[src/rtl/ifm_rd_pkg.sv]
// Shared types and default widths for the ifmap RAM reader.
// The FIFO depth here also sets the read-credit limit in the top.
package ifm_rd_pkg;

   localparam int DEF_DATA_WIDTH = 10;
   localparam int DEF_ADDR_WIDTH = 12;
   localparam int DEF_DIM_WIDTH  = 8;
   localparam int SKID_DEPTH     = 2;

   typedef enum logic [1:0] {
      IDLE  = 2'd0,
      RUN   = 2'd1,
      DRAIN = 2'd2
   } state_t;

endpackage

[src/rtl/ifm_rd_skid.sv]
// Two-entry FIFO holding {last, data} words returned by the RAM.
// entry_reg[0] is always the head; push and pop may happen in the same cycle.
module ifm_rd_skid #(
   parameter int W = 11
) (
   input  logic         clk,
   input  logic         rst_n,
   input  logic         push,
   input  logic [W-1:0] push_data,
   input  logic         pop,
   output logic [W-1:0] head,
   output logic [1:0]   count,
   output logic         empty
);

   logic [W-1:0] entry_reg [2];
   logic [1:0]   count_reg;
   logic         pop_ok;
   logic         push_ok;

   assign pop_ok  = pop & (count_reg != 2'd0);
   assign push_ok = push & ((count_reg != 2'd2) | pop_ok);

   always_ff @(posedge clk or negedge rst_n) begin
      if (!rst_n) begin
         entry_reg[0] <= '0;
         entry_reg[1] <= '0;
         count_reg    <= 2'd0;
      end else begin
         if (pop_ok) begin
            entry_reg[0] <= entry_reg[1];
            // After the shift, the incoming word lands right behind whatever remains
            if (push_ok) begin
               if (count_reg == 2'd2)
                  entry_reg[1] <= push_data;
               else
                  entry_reg[0] <= push_data;
            end
         end else if (push_ok) begin
            if (count_reg == 2'd0)
               entry_reg[0] <= push_data;
            else
               entry_reg[1] <= push_data;
         end
         count_reg <= count_reg + {1'b0, push_ok} - {1'b0, pop_ok};
      end
   end

   assign head  = entry_reg[0];
   assign count = count_reg;
   assign empty = (count_reg == 2'd0);

endmodule

[src/rtl/ifm_ram_reader.sv]
// Walks a rows x cols window of the ifmap RAM and streams it over valid/ready.
// A word still in flight from the RAM is presented directly when the FIFO is empty.
module ifm_ram_reader
   import ifm_rd_pkg::*;
#(
   parameter int DATA_WIDTH = DEF_DATA_WIDTH,
   parameter int ADDR_WIDTH = DEF_ADDR_WIDTH,
   parameter int DIM_WIDTH  = DEF_DIM_WIDTH
) (
   input  logic                  clk,
   input  logic                  rst_n,
   input  logic                  start,
   input  logic [ADDR_WIDTH-1:0] cfg_base_addr,
   input  logic [DIM_WIDTH-1:0]  cfg_rows,
   input  logic [DIM_WIDTH-1:0]  cfg_cols,
   input  logic [ADDR_WIDTH-1:0] cfg_stride,
   output logic                  busy,
   output logic                  done,
   output logic                  ram_read_req,
   output logic [ADDR_WIDTH-1:0] ram_read_addr,
   input  logic [DATA_WIDTH-1:0] ram_read_data,
   output logic                  m_valid,
   input  logic                  m_ready,
   output logic [DATA_WIDTH-1:0] m_data,
   output logic                  m_last
);

   state_t                state_reg, state_next;
   logic [DIM_WIDTH-1:0]  rows_reg, cols_reg;
   logic [DIM_WIDTH-1:0]  row_cnt_reg, col_cnt_reg;
   logic [ADDR_WIDTH-1:0] stride_reg, addr_reg, row_start_reg;
   logic                  inflight_reg, inflight_last_reg;

   logic [DATA_WIDTH:0]   skid_head, ram_word, head_word;
   logic [1:0]            skid_count;
   logic                  skid_empty, skid_push, skid_pop;
   logic                  credit_ok, last_col, last_row, accept_start;

   assign ram_word  = {inflight_last_reg, ram_read_data};
   assign head_word = skid_empty ? ram_word : skid_head;

   assign m_valid   = ~skid_empty | inflight_reg;
   assign m_data    = m_valid ? head_word[DATA_WIDTH-1:0] : '0;
   assign m_last    = m_valid & head_word[DATA_WIDTH];

   // An in-flight word bypasses the FIFO only when it is empty and the sink takes it now
   assign skid_pop  = m_valid & m_ready & ~skid_empty;
   assign skid_push = inflight_reg & ~(skid_empty & m_ready);

   ifm_rd_skid #(.W(DATA_WIDTH + 1)) u_skid (
      .clk       (clk),
      .rst_n     (rst_n),
      .push      (skid_push),
      .push_data (ram_word),
      .pop       (skid_pop),
      .head      (skid_head),
      .count     (skid_count),
      .empty     (skid_empty)
   );

   assign credit_ok    = ({1'b0, skid_count} + {2'b00, inflight_reg}) < 3'(SKID_DEPTH);
   assign last_col     = (col_cnt_reg == cols_reg - DIM_WIDTH'(1));
   assign last_row     = (row_cnt_reg == rows_reg - DIM_WIDTH'(1));
   assign accept_start = (state_reg == IDLE) & start;
   assign busy         = (state_reg != IDLE);
   assign ram_read_addr = ram_read_req ? addr_reg : '0;

   always_comb begin
      state_next   = state_reg;
      ram_read_req = 1'b0;
      done         = 1'b0;
      case (state_reg)
         IDLE: begin
            if (start)
               state_next = ((cfg_rows == '0) || (cfg_cols == '0)) ? DRAIN : RUN;
         end
         RUN: begin
            ram_read_req = credit_ok;
            if (credit_ok && last_col && last_row)
               state_next = DRAIN;
         end
         DRAIN: begin
            if (skid_empty && !inflight_reg) begin
               done       = 1'b1;
               state_next = IDLE;
            end
         end
         default: state_next = IDLE;
      endcase
   end

   always_ff @(posedge clk or negedge rst_n) begin
      if (!rst_n)
         state_reg <= IDLE;
      else
         state_reg <= state_next;
   end

   always_ff @(posedge clk or negedge rst_n) begin
      if (!rst_n) begin
         rows_reg          <= '0;
         cols_reg          <= '0;
         stride_reg        <= '0;
         row_cnt_reg       <= '0;
         col_cnt_reg       <= '0;
         addr_reg          <= '0;
         row_start_reg     <= '0;
         inflight_reg      <= 1'b0;
         inflight_last_reg <= 1'b0;
      end else begin
         inflight_reg      <= ram_read_req;
         inflight_last_reg <= ram_read_req & last_col & last_row;
         if (accept_start) begin
            rows_reg      <= cfg_rows;
            cols_reg      <= cfg_cols;
            stride_reg    <= cfg_stride;
            row_cnt_reg   <= '0;
            col_cnt_reg   <= '0;
            addr_reg      <= cfg_base_addr;
            row_start_reg <= cfg_base_addr;
         end else if (ram_read_req) begin
            // Incremental address walk; all sums wrap at the address width
            if (last_col) begin
               col_cnt_reg   <= '0;
               row_cnt_reg   <= row_cnt_reg + DIM_WIDTH'(1);
               row_start_reg <= row_start_reg + stride_reg;
               addr_reg      <= row_start_reg + stride_reg;
            end else begin
               col_cnt_reg <= col_cnt_reg + DIM_WIDTH'(1);
               addr_reg    <= addr_reg + ADDR_WIDTH'(1);
            end
         end
      end
   end

endmodule

[config.mk]
export PLATFORM = sky130hd
export DESIGN_NAME = ifm_ram_reader
export DESIGN_NICKNAME = d
export VERILOG_FILES = /design/src/rtl/ifm_rd_pkg.sv /design/src/rtl/ifm_rd_skid.sv /design/src/rtl/ifm_ram_reader.sv
export SDC_FILE = /design/constraint.sdc
export NUM_CORES = 1
export LEC_CHECK = 0
export ABC_AREA = 1
export CAP_MARGIN = 20
export CELL_PAD_IN_SITES_DETAIL_PLACEMENT = 1
export CELL_PAD_IN_SITES_GLOBAL_PLACEMENT = 1
export CORE_MARGIN = 1
export CORE_UTILIZATION = 37
export CTS_BUF_LIST = sky130_fd_sc_hd__clkbuf_4
export DETAILED_ROUTE_END_ITERATION = 7
export PLACE_DENSITY = 0.85
export SLEW_MARGIN = 15
export SYNTH_ARGS = -nofsm -noshare
export SYNTH_HDL_FRONTEND = slang
export SYNTH_SLANG_ARGS = --single-unit
[constraint.sdc]
create_clock -name clk -period 1.87 [get_ports clk]
set_input_delay 0.187 -clock clk [delete_from_list [all_inputs] [get_ports clk]]
set_output_delay 0.187 -clock clk [all_outputs]
set_load 0.02 [all_outputs]
==> impl_metrics.tcl <==
set metrics [dict create \
    cts.sinks 96 \
    timing.final.crit_share_pct 123.1 \
    cts_tree "built" \
    leakagePower_nw 4.482 \
    antenna_found_initial 0 \
    status "finished, violations left" \
    synthDistinctLibCells 34 \
    worstSetupEndpointType "register" \
    die_y_microns 129.8 \
    place_congestion 0.8656 \
    worstPathCellList "nor2_1, inv_1, nor2_1, nand2_1, nand2_1, nand3_2, nor2_4, nand2_4, o21ai_4, buf_12, buf_12, nor2_4, nor2_2" \
    yosysWarnings 0 \
    min_period_ps 2302 \
    via_per_inst 5.826 \
    p_switching_mw 10.50 \
    cts_root_buf "clkbuf_4" \
    fin_nets 1124 \
    power.density_mw_per_mm2 2082 \
    met2_usage_pct 54.70 \
    setup_viol 92 \
    worstRegToRegCells 13 \
    track_usage_pct 30.60 \
    hpwl_mm 14.86 \
    power_frac_clock_pct 6.6 \
    fmax_mhz 434.4 \
    avgSynthCellArea_sq_um 6.974 \
    grt_pass1_vias 7426 \
    rows 46 \
    io_buffers 80 \
    slowest_delay_ps 470 \
    netlist_instances 866 \
    hold_slack_ps 169.4 \
    peakVddDrop_uv 809.5 \
    drt_wl_total_mm 31.23 \
    cp_top_family "simple AND/OR/NAND/NOR gates" \
    synthArstFlopShare_pct 100.0 \
    synth_fp_nets 939 \
    crit_buf_inv 3 \
    dpl_worst_slack_ps -217.7 \
    ios 81 \
    gr-max-usage-layer "met2" \
    arrival_ps 2780 \
    seqPwrFrac_pct 20.1 \
    syn_to_final_growth_pct 55.15 \
    grtUsageMet1_pct 34.57 \
    finalHoldViolations 0 \
    synth_edf_count 0 \
    synth-seq-area-share_pct 39.78 \
    ys_ff_latch 96 \
    cts_buffer_depth 2 \
    critical_path_depth 13 \
    insertion_delay_ps 560 \
    cp-startpoint "cols_reg[5]$_DFFE_PN0P_" \
    grt_pass1_wl_mm 38.92 \
    timing.rr.end "row_start_reg[3]$_DFFE_PN0P_" \
    ys.flop_type "dfrtp_1" \
    violations "setup timing" \
    fin_skew_ps 32.77 \
    worst_setup_path_start_kind "register" \
    fin_ws_ps -431.8 \
    multiInputGateArea_sq_mm 0.004141 \
    drt-pass1-iter-count 6 \
    grt_max_degree 97 \
    core_area_sq_mm 0.01589 \
    endpoint "row_start_reg[3]$_DFFE_PN0P_" \
    grt_use_met3_pct 5.289 \
    slowest_stage "dfrtp_1" \
    start_util_pct 38.02 \
    crit_fanout 6 \
    cts_max_level 3 \
    drive_gt1_share_pct 33.90 \
    synth_area_sq_mm 0.006040 \
    drv_slew 0 \
    cts.clk_slew.worst_paths_ps 190 \
    fp.dieArea_sq_mm 0.01684 \
    numCtsBuffers 9 \
    cellInternalPower_mw 9.009 \
    grt_setup_unrepaired "true" \
    ff_latch_area_sq_mm 0.002404 \
    r2r-start "cols_reg[5]$_DFFE_PN0P_" \
    max_cap_viol_count 0 \
    sw_frac_of_total_pct 53.82 \
    fillerInstances 1923 \
    detail_route.wl_per_cell_microns 24.53 \
    p_comb_share_pct 73.3 \
    tightest_slew_ps 586.5 \
    relSlewSlack_pct 60.90 \
    num_vias 7416 \
    hold_path_class "in -> reg" \
    drt-initial-drc-count 697 \
    ant_nets 0 \
    crit_required_ps 2350 \
    reg2reg_slack_ps -430 \
    path_class "reg -> reg" \
    drc_errors 0 \
    die_x_microns 129.8 \
    grt-ovfl-total 0 \
]
==> cell type report <==
cell class / instances / area share, %
Antenna cell: 1 / 0.02671
Clock buffer: 9 / 0.7211
Clock inverter: 7 / 0.7611
Inverter: 93 / 3.939
Multi-Input combinational cell: 649 / 44.20
Sequential cell: 96 / 25.65
Tap cell: 216 / 2.884
Timing Repair Buffer: 202 / 21.82
==> worst register-to-register path, cell delays in order (launching register included) <==
cell and delay (ps):
dfrtp_1 470, nor2_1 210, inv_1 110, nor2_1 100, nand2_1 80, nand2_1 120, nand3_2 140, nor2_4 170
nand2_4 110, o21ai_4 210, buf_12 160, buf_12 160, nor2_4 50, nor2_2 130
==> how the worst min path moves through the flow <==
stage / from / endpoint / slack (ps) / cells past startpoint
after global routing: cfg_stride[7] / stride_reg[7]$_DFFE_PN0P_ / 180 / 3
after CTS: cfg_stride[9] / stride_reg[9]$_DFFE_PN0P_ / 180 / 3
after global placement: rst_n / cols_reg[0]$_DFFE_PN0P_ / 290 / 2
final: cfg_stride[9] / stride_reg[9]$_DFFE_PN0P_ / 170 / 3
after floorplan: rst_n / addr_reg[0]$_DFFE_PN0P_ / -110 / 0
after detailed placement: rst_n / cols_reg[3]$_DFFE_PN0P_ / 300 / 2
==> cells in the final DEF (no fill, tap or decap), types with 3 or more instances in the layout <==
master,n
a21oi_2,15
nor4_1,4
nor2_4,35
clkdlybuf4s50_1,52
buf_6,42
nand2_1,208
xnor2_1,12
nand2_4,23
inv_6,4
nand3_2,16
clkbuf_4,9
inv_2,12
nand2_8,4
o21ai_1,5
xor2_1,25
dfrtp_1,95
nor2_1,75
nor3_1,10
nand4_1,7
o21ai_4,6
ha_4,5
nor2_2,16
buf_8,6
buf_4,86
a21oi_1,27
nand3_1,37
o21bai_1,3
ha_1,12
o211ai_1,3
xor2_2,3
o21ai_2,17
o22ai_1,4
buf_12,12
o21ai_0,34
nand2_2,26
inv_1,78
==> cell usage after synthesis, drive strengths merged, types with 5 or more instances <==
master | instances | area, sq um
xnor2 | 13 | 113.9
o21ai | 62 | 321.6
nand3 | 53 | 270.3
nor2 | 126 | 488.0
nor3 | 12 | 60.06
nand4 | 7 | 43.79
nand2 | 260 | 980.9
xor2 | 28 | 245.2
clkbuf | 17 | 63.81
buf | 12 | 70.07
o22ai | 5 | 31.28
dfrtp | 96 | 2402
a21oi | 43 | 215.2
ha | 18 | 225.2
inv | 93 | 349.1
==> power groups by stage <==
stage	clock [mW]	sequential, mW	combinational [mW]
after global placement	0	3.60	8.94
after detailed placement	0	3.66	9.34
final	1.28	3.93	14.3
after CTS	1.21	3.67	11.0
after global routing	1.34	3.97	15.0
after floorplan	0	3.47	5.69
==> metal layers <==
layer	part of all wire, %	vias up
met1	37	3661
met2	50	443
met4	7.4	0
met3	6.2	198
met5	0	-
li1	-	3114
==> through the flow <==
step           cell area [sq um]  std cells  total power, mW  TNS (ps)  util (%)
2_1_floorplan               6055        866            9.159         0         -
3_3_place_gp                7632       1206            12.55    -725.0     48.05
3_5_place_dp                7632       1206            13.00     -5694     48.05
4_1_cts                     8508       1252            15.87     -5736     53.56
5_1_grt                     9368       1272            20.30    -27240     58.97
6_report                    9370       1273            19.51    -21880     58.99
==> kinds of logic after synthesis <==
kind of cell / share of synthesized area (%)
DFF: 39.78
and+or+nand+nor: 31.47
adders and majority gates: 4.061
AOI/OAI and AO/OA: 10.75
xor gates and xnor gates: 5.946
buffers and inverters: 7.997
==> repair_timing <==
item | CTS | global route
buffers inserted | 24 | 24
hold buffers | 1 | 0
pin swaps | 31 | 54
endpoints found under the hold margin | 96 | 0
endpoints found under the setup margin | 69 | 93
cloned | 5 | 3
resized for setup | 281 | 201
(Power assumes the default switching activity.)
